## src/rtl/acq_sched_pkg.sv

```systemverilog
// rtl/acq_sched_pkg.sv - shared state encoding and parameter defaults for acq_sched
package acq_sched_pkg;

  localparam int TICK_W_DEF  = 16;
  localparam int TMO_CYC_DEF = 1024;

  typedef enum logic [2:0] {
    ST_IDLE,
    ST_CLEAR,
    ST_RUN,
    ST_WAIT_ACK,
    ST_DONE
  } state_t;

endpackage

```

## src/rtl/acq_tick_div.sv

```systemverilog
// rtl/acq_tick_div.sv - divides the 10 ms timer tick down to a period-elapsed strobe
module acq_tick_div
  import acq_sched_pkg::*;
#(
  parameter int TICK_W = TICK_W_DEF
) (
  input  logic              clk,
  input  logic              rst,
  input  logic              clr,
  input  logic              ena,
  input  logic              tick,
  input  logic [TICK_W-1:0] period,
  output logic              elapsed
);

  logic [TICK_W-1:0] cnt;

  // Combinational so the scheduler can raise trig on the edge right after the tick
  assign elapsed = ena && tick && (cnt == period - TICK_W'(1));

  always_ff @(posedge clk or negedge rst) begin
    if (!rst) begin
      cnt <= '0;
    end else if (clr) begin
      cnt <= '0;
    end else if (ena && tick) begin
      cnt <= elapsed ? '0 : cnt + TICK_W'(1);
    end
  end

endmodule

```

## src/rtl/acq_sched.sv

```systemverilog
// rtl/acq_sched.sv - acquisition scheduler: timer control, sample triggers, overrun; ack timeout with ACQ_SCHED_TMO_EN
module acq_sched
  import acq_sched_pkg::*;
#(
  parameter int TICK_W  = TICK_W_DEF,
  parameter int TMO_CYC = TMO_CYC_DEF
) (
  input  logic              clk,
  input  logic              rst,
  input  logic              start,
  input  logic              stop,
  input  logic [TICK_W-1:0] period,
  input  logic [TICK_W-1:0] nsamp,
  output logic              tmr_clr,
  output logic              tmr_ena,
  input  logic              tmr_pulse_10ms,
  input  logic [31:0]       tmr_count,
  output logic              trig,
  input  logic              trig_ack,
  output logic [31:0]       stamp,
  output logic              busy,
  output logic              done,
`ifdef ACQ_SCHED_TMO_EN
  output logic              err_tmo,
`endif
  output logic              err_ovr
);

  state_t            state, state_n;
  logic [TICK_W-1:0] period_q, nsamp_q, samp_cnt, samp_inc;
  logic              elapsed, div_clr, div_ena, start_ok, tmo_hit;

  assign samp_inc = samp_cnt + TICK_W'(1);
  assign start_ok = (state == ST_IDLE) && start && (period != '0);
  assign div_clr  = (state == ST_IDLE) || (state == ST_CLEAR);
  assign div_ena  = (state == ST_RUN) || (state == ST_WAIT_ACK);

  acq_tick_div #(.TICK_W(TICK_W)) u_div (
    .clk     (clk),
    .rst     (rst),
    .clr     (div_clr),
    .ena     (div_ena),
    .tick    (tmr_pulse_10ms),
    .period  (period_q),
    .elapsed (elapsed)
  );

`ifdef ACQ_SCHED_TMO_EN
  logic [31:0] tmo_cnt;

  assign tmo_hit = (state == ST_WAIT_ACK) && !trig_ack && (tmo_cnt == 32'(TMO_CYC - 1));

  always_ff @(posedge clk or negedge rst) begin
    if (!rst) begin
      tmo_cnt <= '0;
      err_tmo <= 1'b0;
    end else begin
      if (state != ST_WAIT_ACK || trig_ack || tmo_hit) tmo_cnt <= '0;
      else tmo_cnt <= tmo_cnt + 32'd1;
      if (start_ok) err_tmo <= 1'b0;
      else if (tmo_hit && !stop) err_tmo <= 1'b1;
    end
  end
`else
  logic unused_tmo;

  // The timeout limit only matters when the timeout counter is built
  assign unused_tmo = (TMO_CYC > 0);
  assign tmo_hit    = 1'b0;
`endif

  always_comb begin
    state_n = state;
    case (state)
      ST_IDLE:     if (start_ok) state_n = ST_CLEAR;
      ST_CLEAR:    state_n = ST_RUN;
      ST_RUN:      if (elapsed) state_n = ST_WAIT_ACK;
      ST_WAIT_ACK: begin
        if (trig_ack) state_n = (nsamp_q != '0 && samp_inc == nsamp_q) ? ST_DONE : ST_RUN;
        else if (tmo_hit) state_n = ST_IDLE;
      end
      ST_DONE:     state_n = ST_IDLE;
      default:     state_n = ST_IDLE;
    endcase
    if (stop && state != ST_IDLE) state_n = ST_IDLE;
  end

  always_ff @(posedge clk or negedge rst) begin
    if (!rst) begin
      state    <= ST_IDLE;
      tmr_clr  <= 1'b0;
      tmr_ena  <= 1'b0;
      trig     <= 1'b0;
      busy     <= 1'b0;
      done     <= 1'b0;
      err_ovr  <= 1'b0;
      stamp    <= '0;
      period_q <= '0;
      nsamp_q  <= '0;
      samp_cnt <= '0;
    end else begin
      state   <= state_n;
      tmr_clr <= (state_n == ST_CLEAR);
      tmr_ena <= (state_n == ST_RUN) || (state_n == ST_WAIT_ACK);
      trig    <= (state_n == ST_WAIT_ACK);
      busy    <= (state_n != ST_IDLE);
      done    <= (state_n == ST_DONE);
      if (start_ok) begin
        period_q <= period;
        nsamp_q  <= nsamp;
        err_ovr  <= 1'b0;
      end else if (state == ST_WAIT_ACK && elapsed && !stop) begin
        err_ovr <= 1'b1;
      end
      if (state == ST_CLEAR) samp_cnt <= '0;
      else if (state == ST_WAIT_ACK && trig_ack && !stop) samp_cnt <= samp_inc;
      if (state == ST_RUN && state_n == ST_WAIT_ACK) stamp <= tmr_count;
    end
  end

endmodule

```

## config.mk

```make
export PLATFORM = sky130hd
export DESIGN_NAME = acq_sched
export DESIGN_NICKNAME = d
export VERILOG_FILES = /design/src/rtl/acq_sched_pkg.sv /design/src/rtl/acq_tick_div.sv /design/src/rtl/acq_sched.sv
export SDC_FILE = /design/constraint.sdc
export NUM_CORES = 1
export LEC_CHECK = 0
export CAP_MARGIN = 20
export CORE_MARGIN = 4
export CORE_UTILIZATION = 50
export DETAILED_ROUTE_END_ITERATION = 7
export PLACE_DENSITY = 0.8
export SYNTH_ARGS = -nofsm -noshare
export SYNTH_HDL_FRONTEND = slang
export SYNTH_SLANG_ARGS = --single-unit
```

## constraint.sdc

```tcl
create_clock -name clk -period 3.5 [get_ports clk]
set_input_delay 1.05 -clock clk [delete_from_list [all_inputs] [get_ports clk]]
set_output_delay 1.05 -clock clk [all_outputs]
set_load 0.03 [all_outputs]
```

# Yosys cells after proc, flatten, opt, wreduce, memory -nomap -nowiden
# Cells that the tools add are included.
[totals]
ff_bits = 105
latchBits = 0
ram_bits = 0
mem_bits_ro = 0
inputBits = 70
output_inout_bits = 38
elab_cells = 60
mem_count = 0
[op_classes]
add_sub_neg = 3
mul = 0
n_div = 0
n_lt_le_gt_ge = 0
n_eq_ne = 9
shifts = 0
n_mux = 13
bitwise = 0
n_reduce_logical = 23
[op_table]
columns = ["operator", "n"]
rows = [
  ["16-bit two-way mux", 5],
  ["16-bit by 1-bit adder with 16-bit output, second input constant", 2],
  ["16-bit == test", 2],
  ["16-bit nonzero test", 2],
  ["16-bit by 1-bit subtractor with 16-bit output, second input constant", 1],
  ["3-bit two-way mux", 5],
  ["3-bit by 2-bit == test with 1-bit output, second input constant", 4],
  ["3-bit case mux with 4 select lines", 1],
  ["1-bit logical AND", 11],
  ["3-bit by 1-bit == test with 1-bit output, second input constant", 2],
  ["2-bit nonzero test", 3],
  ["3-bit nonzero test", 2],
  ["3-bit == test, second input constant", 1],
  ["3-bit zero test", 1],
  ["1-bit logical OR", 3],
  ["1-bit two-way mux", 2],
  ["1-bit zero test", 1],
]

# Longest topological paths before layout
# Gate-level depths: netlist (run 1).
[logic_depth]
ltp_word = 9
depth_mapped = 12
ltp_nobuf = 9

# By module
# A second synthesis (run 1) with hierarchy kept.
[hier_totals]
cells_unflattened = 567
area_unflattened_um2 = 5599.1
[by_module_without_submodules]
columns = ["mod", "instances", "cells_per_inst", "area_per_inst_um2"]
rows = [
  ["acq_sched", 1, 379, 4100.2],
  ["acq_tick_div", 1, 188, 1498.9],
]

# Worst setup path after synthesis (run 1)
# OpenSTA, ideal clock, no wires.
[synth_timing]
path_kind = "reg2reg"
start = "reg period_q[0]"
end = "reg stamp[10]"
setup_time_ps = 125
arrival_ps = 3058
required_ps = 3375
setup_slack_ps = 317
stages_incl_launch_ff = 12
path_buffers = 2
synth_period_minus_slack_ps = 3183
path_cell_list = "dfrtp_1 -> inv_1 -> ha_1 -> or4b_1 -> clkbuf_1 -> a2111oi_2 -> o211ai_1 -> a21oi_2 -> nand3_4 -> nor3_4 -> buf_6 -> mux2_2"
[synth_between]
elab_chain_len = 8
[synth_rtl]
columns = ["item", "line", "text"]
rows = [
  ["from (decl)", "acq_sched.sv:30", "logic [TICK_W-1:0] period_q, nsamp_q, samp_cnt, samp_inc;"],
  ["from (signal assigned)", "acq_sched.sv:109", "period_q <= period;"],
  ["16-bit by 1-bit subtractor with 16-bit output", "acq_tick_div.sv:19", "assign elapsed = ena && tick && (cnt == period - TICK_W'(1));"],
  ["16-bit == test", "acq_tick_div.sv:19", ""],
  ["1-bit logical AND", "acq_tick_div.sv:19", ""],
  ["3-bit two-way mux", "acq_sched.sv:77", "ST_RUN: if (elapsed) state_n = ST_WAIT_ACK;"],
  ["3-bit case mux with 4 select lines", "acq_sched.sv:74", "case (state)"],
  ["3-bit two-way mux", "acq_sched.sv:85", "if (stop && state != ST_IDLE) state_n = ST_IDLE;"],
  ["3-bit by 2-bit == test with 1-bit output", "acq_sched.sv:117", "if (state == ST_RUN && state_n == ST_WAIT_ACK) stamp <= tmr_count;"],
  ["1-bit logical AND", "acq_sched.sv:117", ""],
  ["to (signal assigned)", "acq_sched.sv:117", ""],
  ["to (decl)", "acq_sched.sv:20", "output logic [31:0] stamp,"],
]
# Every way passes these cells.
# A chain may end at the register's enable or synchronous reset.

# Worst setup path after layout (run 1)
[layout_timing]
start = "reg period_q[0]"
end = "reg stamp[22]"
# The elaborated chain is that of the path after synthesis.

==> metrics.txt, run 1 <==
fin crit share 92.71%; crit-path max FO 34; worst-margin pin slew 0.7646 ns; row count 39; cell area after synthesis 5809 sq um; Max Root-Sink Buffers 2; run status finished clean; Largest stage delay, worst path 0.60 ns; Area Growth Syn to Fin 27.01%; IO Count 108; Inst Count DP 862; CP required 3.75 ns; R2R setup slack 0.26 ns; vias per cell 5.976; die width 115.8 microns; Max-slew headroom 49.03%; multi-input logic area 2974 sq um; final WL 15.58 mm; hold depth 1; worst reg2reg startpoint period_q[0]; post-route minimum period 3.245 ns; Hold Startpoint stamp[15]; CTS tree done; MaxCap Viol Count 0; WHS 0.5087 ns; Critical-path top delay cell or4b_1; Core Region 11420 sq um; DRC 0; Synth warnings 0; Netlist cell types 63; most instantiated cells after synthesis 125 x nand2_1, 105 x dfrtp_1, 32 x mux2_2, 32 x nand3_1, 32 x o21ai_0; first-pass GRT wire length 26.14 mm; final antenna-violating net count 0; Clock Power Share 31.5%; sequential cell area 2628 sq um; hold_buf cts 0; clk_skew 0.009985 ns; vias in the first global route 5323; initial core utilization 50.88%; clock transition at the registers of the reported paths 0.08 ns; Pwr per Cell Area 428.5 nW/um^2; count of final setup violators 0; Primary FF master, synth dfrtp_1; EDFF count, synth 0; switching power 1.027 mW; Yosys reg bits 105; crit path DAT 3.49 ns; R2R Path End stamp[22]; Seq pwr share 46.1%; GRT overflow 0; largest net degree at the start of global routing 60; worst vdd ir 479.9 uV; H-tree depth 3; largest area contributor in the netlist dfrtp_1; Synth top area share 45.23%; Resized Gates After CTS 0; Core Util, Final 64.62%; Final nets 803; Post-Syn Instances 624; die area 13410 sq um; FF-to-FF path depth 10; RSZ-0062 raised after global routing false; combinational share of power 22.4%; CTS root buf clkbuf_16; endpoint class of the critical path register; Synth area leaders dfrtp_1 45%, nand2_1 8.1%, mux2_2 6.2%; worst path cell trace inv_1 > ha_1 > or4b_1 > a2111oi_0 > a31oi_1 > nor3_1 > o211ai_1 > nor3_4 > buf_12 > mux2_2; fraction of registers with async set/reset 100.0%; Avg Cell Area, Syn 9.310 sq um; initial antenna violation count 0; DR iter-0 viols 515; gpl congestion 0.9049; Switching Fraction 32.48%; antenna cell count 0; Static Leak 3.181 nW; Fill cells 949; Setup TNS 0 ns; kind of critical path register to register; Tot GR Track Use 24.25%; crit path from period_q[0]; layout cell share with drive strength beyond 1 12.24%; sequential share of the synthesized area 45.23%; number of port buffers 107; Mapped Nets 697; clock latency on the worst-skew pair 0.36 ns; CTS Buf Count 9; Hold EP stamp[15]; count leader, synth nand2_1; postcts setup bufs 0; Hold Crit Class register to register; drt first pass iters 5; crit start category register; Max Freq 308.2 MHz; Num Clock Sinks 105; Int Power 2.135 mW; Pins Over Slew Limit 0; die height 115.8 microns; Finished Layout Cells 878; via count 5247; Final Hold Fails 0; per-cell routed wire length 17.75 microns; dpl hpwl 11.59 mm
-- critical path, delay by kind of cell (launching register included) --
family	cells	cell delay [ns]
and+or+nand+nor	3	1.02
buffers and inverters	2	0.36
DFF	1	0.42
AOI/OAI and AO/OA	3	0.76
adders and majority gates	1	0.17
muxes	1	0.37
-- stage by stage --
| step | setup WS [ns] | area [sq um] | total power, mW |
|---|---|---|---|
| floorplan | 0.3171 | 5809 | 1.889 |
| global placement | 0.3350 | 7087 | 2.152 |
| detailed placement | 0.2612 | 7087 | 2.178 |
| CTS | 0.3148 | 7378 | 3.180 |
| global route | 0.01993 | 7378 | 3.330 |
| finish | 0.2551 | 7378 | 3.162 |
-- flip-flops by register name, summed over array words and instances (netlist names) --
register	flops
err_ovr	1
tmr_clr	1
trig	1
u_div.cnt	16
tmr_ena	1
stamp	32
done	1
nsamp_q	16
state	3
busy	1
samp_cnt	16
period_q	16
-- cell type report --
| type | instances | share of cell area [%] |
|---|---|---|
| Sequential cell | 105 | 35.61 |
| Clock inverter | 6 | 0.8479 |
| Tap cell | 143 | 2.425 |
| Multi-Input combinational cell | 471 | 40.31 |
| Timing Repair Buffer | 131 | 17.09 |
| Inverter | 12 | 0.6105 |
| Clock buffer | 10 | 3.103 |
-- how the worst max path moves through the flow --
stage	slack (ns)	endpoint
floorplan	0.32	stamp[10]
global placement	0.33	stamp[1]
detailed placement	0.26	stamp[22]
CTS	0.31	stamp[22]
global route	0.02	stamp[9]
finish	0.26	stamp[22]
-- routing by layer --
metal  GRT usage [%]  vias to the layer above  share of wire, %
met4           9.126                        0               2.8
met1           32.32                     2522                42
met2           38.51                      237                48
met3           5.953                       40               7.4
li1                -                     2448                 -
met5               0                        -                 0
-- logic make-up (layout without fill, tap and decap cells) --
| group | count (synthesis) | in the layout | synth area share, % |
|---|---|---|---|
| compound gates | 112 | 112 | 13.33 |
| xor+xnor | 43 | 43 | 6.483 |
| fa+ha+maj | 3 | 3 | 0.6462 |
| buf+inv | 48 | 159 | 3.661 |
| flops | 105 | 105 | 45.23 |
| mux | 33 | 33 | 6.375 |
| simple gates | 280 | 280 | 24.27 |
-- layout by cell type, fill, tap and decap left out, types with 2 or more instances in the layout --
| cell | count |
|---|---|
| nand2_1 | 125 |
| clkdlybuf4s50_1 | 106 |
| dfrtp_1 | 105 |
| o21ai_0 | 32 |
| nand3_1 | 32 |
| mux2_2 | 32 |
| xnor2_1 | 27 |
| nor2_1 | 24 |
| buf_4 | 24 |
| nor4_1 | 18 |
| o31ai_1 | 17 |
| xor2_1 | 16 |
| and3_1 | 12 |
| nor3_1 | 12 |
| a31oi_1 | 12 |
| inv_1 | 11 |
| nand4_1 | 11 |
| a21oi_1 | 11 |
| a221oi_1 | 9 |
| clkbuf_16 | 9 |
| or2_2 | 7 |
| o211ai_1 | 7 |
| or3_1 | 5 |
| and2_1 | 5 |
| nand2b_1 | 4 |
| nand4b_1 | 3 |
| nor2b_1 | 3 |
| and3b_1 | 3 |
| o2111ai_1 | 3 |
| ha_1 | 3 |
| o22a_1 | 2 |
| o41ai_1 | 2 |
| nor3b_1 | 2 |
| a21o_1 | 2 |
| or4_1 | 2 |
| or3b_2 | 2 |
| o311ai_0 | 2 |
| clkinv_4 | 2 |
| inv_6 | 2 |
-- power groups by stage --
stage | Combinational, mW | Sequential [mW] | Clock, mW
final | 0.707 | 1.46 | 0.995
after global routing | 0.785 | 1.48 | 1.07
after CTS | 0.705 | 1.46 | 1.02
after detailed placement | 0.701 | 1.48 | 0
after global placement | 0.680 | 1.47 | 0
after floorplan | 0.466 | 1.42 | 0
Note: power is estimated with default switching activity, not from simulation.
==> run 2: changes to the inputs <==
--- a/config.mk
+++ b/config.mk
@@ -5,7 +5,6 @@
 export SDC_FILE = /design/constraint.sdc
 export NUM_CORES = 1
 export LEC_CHECK = 0
-export CAP_MARGIN = 20
 export CORE_MARGIN = 4
 export CORE_UTILIZATION = 50
 export DETAILED_ROUTE_END_ITERATION = 7
==> results of run 2 <==
Final layout, timing and power as in run 1 (identical DEF).
